### src/rtl/bin_to_bcd_seq.sv
// Sequential 16-bit binary to 4-digit BCD converter (double dabble, one bit per cycle).
// Results above 9999 either saturate or wrap, selected by SAT_EN; ovf flags the over-range case.
module bin_to_bcd_seq #(
  parameter bit SAT_EN = 1'b1
) (
  input  logic        clk,
  input  logic        rst_n,
  input  logic        start,
  input  logic [15:0] bin_in,
  output logic        busy,
  output logic        done,
  output logic [15:0] bcd_out,
  output logic        ovf
);

  typedef enum logic [1:0] {
    IDLE  = 2'd0,
    SHIFT = 2'd1,
    DONE  = 2'd2
  } state_t;

  state_t      state_q;
  logic [15:0] shift_q;
  logic [19:0] acc_q;
  logic [4:0]  cnt_q;
  logic        busy_q;
  logic        done_q;
  logic [15:0] bcd_q;
  logic        ovf_q;

  logic [19:0] acc_adj_d;
  logic [36:0] wide_d;
  logic [19:0] acc_d;
  logic [15:0] shift_d;
  logic        ovf_d;
  logic [15:0] bcd_d;

  function automatic logic [3:0] digit_adj(input logic [3:0] d);
    if (d >= 4'd5) begin
      return d + 4'd3;
    end else begin
      return d;
    end
  endfunction

  // One double-dabble step; the result is also decoded so outputs load on the final step.
  always_comb begin
    acc_adj_d = 20'h00000;
    for (int i = 0; i < 5; i++) begin
      acc_adj_d[i*4 +: 4] = digit_adj(acc_q[i*4 +: 4]);
    end
    wide_d  = {acc_adj_d, shift_q, 1'b0};
    acc_d   = wide_d[35:16];
    shift_d = wide_d[15:0];
    ovf_d   = |wide_d[36:32];
    if (ovf_d && SAT_EN) begin
      bcd_d = 16'h9999;
    end else begin
      bcd_d = acc_d[15:0];
    end
  end

  // Control FSM, datapath registers and registered outputs.
  always_ff @(posedge clk) begin
    if (!rst_n) begin
      state_q <= IDLE;
      shift_q <= 16'h0000;
      acc_q   <= 20'h00000;
      cnt_q   <= 5'd0;
      busy_q  <= 1'b0;
      done_q  <= 1'b0;
      bcd_q   <= 16'h0000;
      ovf_q   <= 1'b0;
    end else begin
      case (state_q)
        IDLE: begin
          done_q <= 1'b0;
          if (start) begin
            shift_q <= bin_in;
            acc_q   <= 20'h00000;
            cnt_q   <= 5'd0;
            busy_q  <= 1'b1;
            state_q <= SHIFT;
          end
        end
        SHIFT: begin
          acc_q   <= acc_d;
          shift_q <= shift_d;
          cnt_q   <= cnt_q + 5'd1;
          if (cnt_q == 5'd15) begin
            state_q <= DONE;
            done_q  <= 1'b1;
            bcd_q   <= bcd_d;
            ovf_q   <= ovf_d;
          end
        end
        DONE: begin
          done_q  <= 1'b0;
          busy_q  <= 1'b0;
          state_q <= IDLE;
        end
        default: begin
          done_q  <= 1'b0;
          busy_q  <= 1'b0;
          state_q <= IDLE;
        end
      endcase
    end
  end

  assign busy    = busy_q;
  assign done    = done_q;
  assign bcd_out = bcd_q;
  assign ovf     = ovf_q;

endmodule

### config.mk
export PLATFORM = sky130hd
export DESIGN_NAME = bin_to_bcd_seq
export DESIGN_NICKNAME = d
export VERILOG_FILES = /design/src/rtl/bin_to_bcd_seq.sv
export SDC_FILE = /design/constraint.sdc
export NUM_CORES = 1
export LEC_CHECK = 0
export CORE_MARGIN = 2
export CORE_UTILIZATION = 35
export CTS_BUF_LIST = sky130_fd_sc_hd__clkbuf_4 sky130_fd_sc_hd__clkbuf_8
export DETAILED_ROUTE_END_ITERATION = 10
export GPL_TIMING_DRIVEN = 0
export HOLD_SLACK_MARGIN = 0.12
export PLACE_DENSITY_LB_ADDON = 0.05
export REMOVE_ABC_BUFFERS = 1
export SKIP_CTS_REPAIR_TIMING = 1
export SYNTH_ARGS = -nofsm -noshare
export SYNTH_HDL_FRONTEND = slang
export SYNTH_SLANG_ARGS = --single-unit
export TNS_END_PERCENT = 1
### constraint.sdc
create_clock -name clk -period 2.15 [get_ports clk]
set_clock_uncertainty 0.2 [all_clocks]
set_input_delay 0.215 -clock clk [delete_from_list [all_inputs] [get_ports clk]]
set_output_delay 0.215 -clock clk [all_outputs]
set_load 0.03 [all_outputs]
==> results of run 1 <==
-- cells in the final DEF, fill, tap and decap left out, types with 7 or more instances in the layout --
| cell type | Yosys | routed |
|---|---|---|
| dfxtp_1 | 62 | 61 |
| o21ai_0 | 40 | 40 |
| clkdlybuf4s50_1 | 0 | 35 |
| nand2_1 | 32 | 30 |
| a21oi_1 | 30 | 29 |
| inv_1 | 22 | 22 |
| nor2_1 | 23 | 22 |
| ha_1 | 12 | 11 |
| clkbuf_8 | 0 | 10 |
| o221ai_1 | 7 | 7 |
| a222oi_1 | 7 | 7 |
-- kinds of logic after synthesis --
family,share of synthesized area [%]
flip-flops,44.5
AND/OR/NAND/NOR,16.4
multiplexers,1.30
adder cells (fa/ha/maj),5.39
AO/OA/AOI/OAI,24.5
XOR/XNOR,1.57
buffers and inverters,6.29
-- cell type report --
class | instances | share of cell area, %
Multi-Input combinational cell | 222 | 40.8
Sequential cell | 62 | 35.8
Timing Repair Buffer | 40 | 11.8
Clock buffer | 10 | 3.97
Tap cell | 102 | 3.68
Inverter | 23 | 2.49
Clock inverter | 5 | 1.44
-- cells in the mapped netlist (all sizes together) --
cell type / n
nor3b: 6
nand2: 32
nand3b: 1
a31oi: 2
o21ai: 41
a22o: 3
or3b: 2
inv: 22
o31a: 1
nand3: 4
o221ai: 7
a21oi: 31
mux2i: 1
and2: 4
buf: 9
a32o: 4
and3: 3
clkbuf: 8
o21a: 2
clkinv: 1
nor2b: 2
ha: 12
mux2: 2
a21o: 3
a22oi: 4
xnor2: 5
a222oi: 7
nor2: 25
a211oi: 3
nand4b: 1
dfxtp: 62
nor3: 6
nand2b: 6
o21bai: 1
and4: 1
-- worst paths after layout --
| check | start | slack, ns | to |
|---|---|---|---|
| setup / recovery | acc_q[16] | 0.11 | bcd_out[5] |
| hold / removal | done | 0.26 | done |
| setup reg to reg | acc_q[16] | 0.11 | bcd_out[5] |
| hold reg to reg | done | 0.26 | done |
-- state kept, by name (all words and copies together) (netlist names) --
register,cells
acc_q,20
bcd_out,16
shift_q,16
cnt_q,5
state_q,2
busy,1
done,1
ovf,1
-- through the flow --
step / setup slack, ns / area (µm²) / std cells / hold WS (ns)
2_1_floorplan: 0.00736 / 2700 / 307 / 0.132
3_3_place_gp: -1.99 / 3200 / 446 / 0.234
3_5_place_dp: -0.955 / 3230 / 447 / 0.244
4_1_cts: -0.633 / 3410 / 462 / 0.250
5_1_grt: -0.0551 / 3470 / 464 / 0.244
6_report: 0.115 / 3470 / 464 / 0.256
-- routing by layer --
metal	GRT usage [%]	part of all wire (%)	vias up
li1	-	-	1219
met1	21.6	48	1120
met2	27.8	46	47
met3	5.48	4.7	8
met4	4.17	1.3	0
met5	0	0	-
-- critical path, cell delays in order, from the launching register on --
cell and delay, ns:
dfxtp_1 0.35, inv_1 0.10, ha_2 0.21, nand2b_1 0.07
a21oi_2 0.19, mux2_4 0.36, and2_2 0.21, a32o_1 0.24
-- power groups by stage --
stage                     sequential (mW)  clock, mW  combinational, mW
after floorplan                      1.22          0             0.0774
after global placement               1.23          0              0.155
after detailed placement             1.23          0              0.163
after CTS                            1.20       1.03              0.165
after global routing                 1.21       1.08              0.188
final                                1.20       1.00              0.169
==> flow_metrics.py, run 1 <==
metrics = {
    "cts": {
        "clkTransAtPathRegs_ns": 0.07,
        "cts_buffers": 9,
        "cts_max_level": 3,
        "insertion_delay_ns": 0.33,
        "clock-sinks": 62,
        "root_buffer": "clkbuf_8",
        "ctsLongestPathBuffers": 2,
        "tritoncts": "built",
    },
    "yosys": {
        "netlist.area_leader.share_pct": 44.5,
        "yosysTopAreaCell": "dfxtp_1",
        "syn_inst": 324,
        "ys_types": 45,
        "yosys_warnings": 0,
        "netlist_top_cells_area": "dfxtp_1 (45%), o21ai_0 (7.2%), a21oi_1 (5.4%)",
        "syn_area_um2": 2790,
        "synth.yosys.seq_area_share_pct": 44.5,
        "synth_area_per_cell_um2": 8.60,
        "ys_seq_elements": 62,
    },
    "worst_hold_path": {
        "hold_path_class": "register to register",
        "hold_depth": 1,
    },
    "drt": {
        "antenna_left": 0,
        "viasPerCell": 5.16,
        "drt_iter0_drc": 167,
        "dr_total_vias": 2394,
        "post_drt_wl_per_cell_um": 15.0,
        "firstDrtPassIters": 4,
        "drt_wl_total_um": 6960,
        "route.detailed.drc": 0,
    },
    "critical_path": {
        "r2r_cells": 7,
        "critPathRequiredTime_ns": 2.18,
        "path_max_fanout": 5,
        "cp-end-kind": "register",
        "setup.worst_path.start_class": "register",
        "setup.worst_path.class": "register to register",
        "worstPathArrival_ns": 2.07,
    },
    "sta": {
        "max-slew-margin-rel_pct": 53.9,
        "fmax_ghz": 0.491,
        "rsz0062_at_grt": "true",
        "fin_crit_sh_pct": 94.7,
        "final-hold-violation-count": 0,
        "setup_violations": 0,
        "finalCriticalPeriod_ns": 2.04,
        "drv_slew": 0,
        "final.setup.tns_ns": 0,
        "tightest_slew_ns": 0.691,
    },
    "die": {
        "initial_utilization_pct": 36.1,
        "row_count": 32,
        "die_x_um": 93.2,
        "dieArea_um2": 8690,
        "die_h_um": 93.2,
        "ios": 38,
        "core_um2": 7730,
    },
    "placement": {
        "hpwl_um": 4570,
        "place.gp.congestion": 0.736,
        "portBuffers": 37,
    },
    "status": {
        "status": "finished, final reports clean",
    },
    "cells_and_area": {
        "area_growth_pct": 24.5,
        "nets": 389,
        "register_area_um2": 1240,
        "fin_util_pct": 44.9,
        "multiInputGateArea_um2": 1410,
        "layout-drive-gt1-share_pct": 10.8,
        "antenna_cells": 0,
        "fillers": 755,
    },
    "power_and_ir_drop": {
        "peakVddDrop_v": 0.000410,
        "pwr-share-clk_pct": 42.2,
        "seqPwrFrac_pct": 50.6,
        "p_int_mw": 1.80,
        "p_per_area_nw_per_um2": 685,
        "leakage_nw": 1.33,
        "power.total_mw": 2.37,
        "switching_share_pct": 24.0,
        "power_frac_comb_pct": 7.1,
        "power.switching_mw": 0.569,
    },
    "global_route": {
        "grt_max_degree": 25,
        "antenna_found_initial": 0,
        "grt_pass1_wl_um": 11400,
        "grt_pass1_vias": 2282,
        "grt_overflow": 0,
        "grt_usage_pct": 16.9,
    },
    "run": {
        "maxCapViolations": 0,
    },
}
No activity file was read; power rests on OpenSTA's default activity.
==> run 2, diff against run 1 <==
--- a/config.mk
+++ b/config.mk
@@ -11,7 +11,7 @@
 export DETAILED_ROUTE_END_ITERATION = 10
 export GPL_TIMING_DRIVEN = 0
 export HOLD_SLACK_MARGIN = 0.12
-export PLACE_DENSITY_LB_ADDON = 0.05
+export PLACE_DENSITY = 0.56
 export REMOVE_ABC_BUFFERS = 1
 export SKIP_CTS_REPAIR_TIMING = 1
 export SYNTH_ARGS = -nofsm -noshare
==> flow_metrics.py, run 2 (synthesis gave the netlist of run 1 again) <==
metrics = {
    "drt": {
        "post_drt_wl_per_cell_um": 14.0,
        "wl_met2_um": 2820,
        "route.met3.wl_um": 352,
        "drt_iter0_drc": 99,
        "antenna_left": 0,
        "drt-met1-wl_um": 3250,
        "dr_total_vias": 2372,
        "viasPerCell": 5.10,
        "routed.top_layer": "met4",
        "route.detailed.drc": 0,
        "firstDrtPassIters": 4,
        "drt_wl_total_um": 6500,
    },
    "cells_and_area": {
        "antenna_cells": 0,
        "layout_commonest_cell": "dfxtp_1",
        "layout_common_cells": "dfxtp_1 (61), o21ai_0 (40), clkdlybuf4s50_1 (35)",
        "layout-drive-gt1-share_pct": 10.5,
        "largest_register_ffs": 20,
        "fin_area_um2": 3440,
        "area_growth_pct": 23.4,
        "regMostFlops": "acc_q",
        "fillers": 772,
        "nets": 389,
    },
    "critical_path": {
        "path_cells": "inv_1, ha_1, nand2b_1, nor3b_1, a21oi_1, and3_4, a21oi_1",
        "reg2reg_to": "bcd_out[7]",
        "setup.worst_path.class": "register to register",
        "critPathRequiredTime_ns": 2.17,
        "rr_startpoint": "acc_q[13]",
        "setup.worst_path.start_class": "register",
        "critPathMaxStageDelay_ns": 0.36,
        "cp-end-kind": "register",
        "r2r_cells": 7,
        "crit_top_cell": "a21oi_1",
        "r2r_setup_slack_ns": 0.12,
        "crit_start": "acc_q[13]",
        "slowest_stage": "dfxtp_1",
        "path_max_fanout": 10,
        "worstPathArrival_ns": 2.05,
    },
    "cts": {
        "ctsLongestPathBuffers": 2,
        "cts_buffers": 9,
        "root_buffer": "clkbuf_8",
        "tritoncts": "built",
        "clkTransAtPathRegs_ns": 0.07,
        "clock-sinks": 62,
        "cts_max_level": 3,
        "insertion_delay_ns": 0.34,
    },
    "sta": {
        "finalCriticalPeriod_ns": 2.03,
        "fin_hold_ws_ns": 0.260,
        "final.setup.tns_ns": 0,
        "tightest_slew_ns": 0.694,
        "final-hold-violation-count": 0,
        "max-slew-margin-rel_pct": 53.7,
        "worst_slack_ns": 0.124,
        "setup_violations": 0,
        "fin_crit_sh_pct": 94.2,
        "drv_slew": 0,
        "fmax_ghz": 0.494,
    },
    "placement": {
        "hpwl_um": 4360,
        "place_area_um2": 3210,
        "place.gp.congestion": 0.772,
        "dp_slack_ns": -1.11,
        "portBuffers": 37,
    },
    "global_route": {
        "grt_usage_pct": 16.1,
        "grt_max_degree": 25,
        "antenna_found_initial": 0,
        "grt_overflow": 0,
        "grt_pass1_vias": 2271,
        "grt_pass1_wl_um": 10900,
    },
    "die": {
        "row_count": 32,
        "ios": 38,
        "initial_utilization_pct": 36.1,
        "dieArea_um2": 8690,
        "die_x_um": 93.2,
        "core_um2": 7730,
        "die_h_um": 93.2,
    },
    "worst_hold_path": {
        "hold_start": "bin_in[5]",
        "min_to": "shift_q[5]",
        "hold_path_class": "input port to register",
        "hold_depth": 3,
    },
    "run": {
        "maxCapViolations": 0,
    },
    "status": {
        "status": "finished, final reports clean",
    },
    "power_and_ir_drop": {
        "leakage_nw": 1.32,
        "peakVddDrop_v": 0.000417,
        "p_per_area_nw_per_um2": 665,
    },
}
[run 2: power breakdown]
group	internal (mW)	total [mW]	switching [mW]
Combinational	0.0719	0.162	0.0902
Clock	0.469	0.923	0.453
Sequential	1.18	1.20	0.0236
Total	1.72	2.29	0.567
[run 2: stage by stage]
step / instances / utilization [%] / total power, mW
6_report: 465 / 44.5 / 2.29
5_1_grt: 465 / 44.5 / 2.38
4_1_cts: 463 / 43.8 / 2.30
3_5_place_dp: 447 / 41.5 / 1.38
3_3_place_gp: 446 / 41.4 / 1.38
2_1_floorplan: 307 / - / 1.30
[run 2: final cells by class]
cell class / count / area [µm²] / area share, %
multi-input cells: 222 / 1410 / 41.1
flip-flops and latches: 62 / 1240 / 36.1
repair buffers: 40 / 394 / 11.5
clock buffers: 12 / 153 / 4.44
well taps: 102 / 128 / 3.71
inverters: 23 / 86.3 / 2.51
clock inverters: 4 / 22.5 / 0.655
[run 2: worst max path at each step]
stage,end,slack [ns],cells past startpoint
global route,shift_q[13],-0.009,4
global placement,acc_q[11],-1.85,6
CTS,cnt_q[4],-0.76,7
detailed placement,cnt_q[4],-1.11,7
floorplan,acc_q[11],0.007,5
finish,bcd_out[7],0.12,7
[run 2: layer usage]
layer | up-vias | GRT usage (%)
met5 | - | 0
met4 | 0 | 4.41
met3 | 7 | 5.88
met2 | 55 | 25.4
met1 | 1094 | 20.9
li1 | 1216 | -
[run 2: critical path, delay by kind of cell (launching register included)]
kind            cells  cell delay (ns)
fa+ha+maj           1             0.18
simple gates        3             0.66
compound gates      2             0.42
flops               1             0.36
buf+inv             1             0.09
==> run 3, diff against run 2 <==
--- a/config.mk
+++ b/config.mk
@@ -6,12 +6,12 @@
 export NUM_CORES = 1
 export LEC_CHECK = 0
 export CORE_MARGIN = 2
-export CORE_UTILIZATION = 35
+export CORE_UTILIZATION = 56
 export CTS_BUF_LIST = sky130_fd_sc_hd__clkbuf_4 sky130_fd_sc_hd__clkbuf_8
 export DETAILED_ROUTE_END_ITERATION = 10
 export GPL_TIMING_DRIVEN = 0
 export HOLD_SLACK_MARGIN = 0.12
-export PLACE_DENSITY = 0.56
+export PLACE_DENSITY = 0.82
 export REMOVE_ABC_BUFFERS = 1
 export SKIP_CTS_REPAIR_TIMING = 1
 export SYNTH_ARGS = -nofsm -noshare
==> flow_metrics.py, run 3 (synthesis gave the netlist of run 1 again) <==
metrics = {
    "critical_path": {
        "path_max_fanout": 5,
        "crit_cells": 7,
        "critPathRequiredTime_ns": 2.18,
        "slowest_stage": "mux2_4",
        "path_cells": "inv_1, ha_2, nand2b_1, a21oi_2, mux2_4, and2_2, a32o_1",
        "rr_startpoint": "acc_q[16]",
        "critPathMaxStageDelay_ns": 0.36,
        "reg2reg_to": "bcd_out[2]",
        "setup.worst_path.class": "register to register",
        "worstPathBufferInverterCount": 1,
        "cp-end-kind": "register",
        "path_delay_family": "compound AO/OA/AOI/OAI gates",
        "worstPathArrival_ns": 2.07,
        "r2r_setup_slack_ns": 0.11,
        "setup.worst_path.start_class": "register",
        "r2r_cells": 7,
    },
    "sta": {
        "rsz0062_at_grt": "false",
        "setup_violations": 0,
        "fin_hold_ws_ns": 0.257,
        "tightest_slew_ns": 0.667,
        "drv_slew": 0,
        "max-slew-margin-rel_pct": 55.5,
        "finalCriticalPeriod_ns": 2.04,
        "fin_crit_sh_pct": 95.0,
        "fmax_ghz": 0.490,
        "final-hold-violation-count": 0,
        "final.setup.tns_ns": 0,
    },
    "cts": {
        "clkTransAtPathRegs_ns": 0.06,
        "tritoncts": "built",
        "clock-sinks": 62,
        "insertion_delay_ns": 0.34,
        "root_buffer": "clkbuf_8",
        "cts_max_level": 3,
        "ctsLongestPathBuffers": 2,
        "cts_buffers": 9,
    },
    "die": {
        "ios": 38,
        "initial_utilization_pct": 58.6,
        "row_count": 25,
        "core_um2": 4750,
        "die_h_um": 74.5,
        "die_x_um": 74.5,
        "dieArea_um2": 5560,
    },
    "run": {
        "maxCapViolations": 0,
    },
    "power_and_ir_drop": {
        "leakage_nw": 1.30,
        "peakVddDrop_v": 0.000343,
        "power.total_mw": 2.29,
        "p_per_area_nw_per_um2": 678,
    },
    "global_route": {
        "grt_overflow": 0,
        "grt_pass1_wl_um": 9980,
        "antenna_found_initial": 0,
        "grt_max_degree": 25,
        "grt_usage_pct": 24.1,
        "grt_pass1_vias": 2190,
    },
    "drt": {
        "dr_total_vias": 2441,
        "drt-met1-wl_um": 2710,
        "firstDrtPassIters": 4,
        "routed.top_layer": "met4",
        "viasPerCell": 5.72,
        "route.met3.wl_um": 315,
        "route.detailed.drc": 0,
        "drt_wl_total_um": 6210,
        "antenna_left": 0,
        "wl_met2_um": 3100,
        "post_drt_wl_per_cell_um": 14.5,
        "drt_iter0_drc": 154,
    },
    "cells_and_area": {
        "area_growth_pct": 21.5,
        "antenna_cells": 0,
        "fillers": 389,
        "regMostFlops": "acc_q",
        "register_area_um2": 1240,
        "layout_commonest_cell": "dfxtp_1",
        "layout-drive-gt1-share_pct": 10.0,
        "nets": 388,
        "largest_register_ffs": 20,
        "multiInputGateArea_um2": 1420,
        "fin_area_um2": 3380,
        "layout_common_cells": "dfxtp_1 (61), o21ai_0 (40), clkdlybuf4s50_1 (36)",
    },
    "status": {
        "status": "finished, final reports clean",
    },
    "placement": {
        "hpwl_um": 4140,
        "portBuffers": 37,
        "place_area_um2": 3150,
        "place.gp.congestion": 0.775,
    },
    "worst_hold_path": {
        "hold_start": "cnt_q[4]",
        "hold_path_class": "register to register",
        "min_to": "cnt_q[4]",
        "hold_depth": 2,
    },
}
-- run 3: metrics by stage --
stage	instances	setup slack, ns	util [%]
6_report	427	0.108	71.2
5_1_grt	427	0.0223	71.2
4_1_cts	425	-0.793	70.1
3_5_place_dp	411	-1.16	66.3
3_3_place_gp	411	-1.60	66.3
2_1_floorplan	307	0.00736	-
-- run 3: worst max-delay path by stage --
stage | slack (ns) | to | from
2_1_floorplan | 0.007 | acc_q[11] | state_q[0]
5_1_grt | 0.02 | bcd_out[5] | acc_q[16]
3_5_place_dp | -1.16 | acc_q[11] | start
3_3_place_gp | -1.60 | acc_q[15] | start
6_report | 0.11 | bcd_out[2] | acc_q[16]
4_1_cts | -0.79 | acc_q[11] | start
-- run 3: area by class of cell --
| cell class | count | area share, % |
|---|---|---|
| sequential | 62 | 36.7 |
| clock buffer | 13 | 5.10 |
| multi-input combinational | 223 | 42.0 |
| timing repair buffer | 38 | 11.0 |
| tap | 67 | 2.48 |
| clock inverter | 1 | 0.148 |
| inverter | 23 | 2.55 |
-- run 3: worst min-delay path, cell delays in order, from the launching register on --
cell,delay [ns]
dfxtp_1,0.32
nand2_1,0.04
o21ai_0,0.06
-- run 3: power by group --
group	total, mW	switching, mW	internal (mW)
combinational	0.159	0.0904	0.0689
clock	0.933	0.421	0.511
sequential	1.20	0.0233	1.18
total	2.29	0.535	1.76
-- run 3: routing by layer --
layer	global-route usage [%]	vias to the layer above
li1	-	1216
met3	5.15	8
met4	13.7	0
met2	39.4	63
met5	0	-
met1	29.4	1154
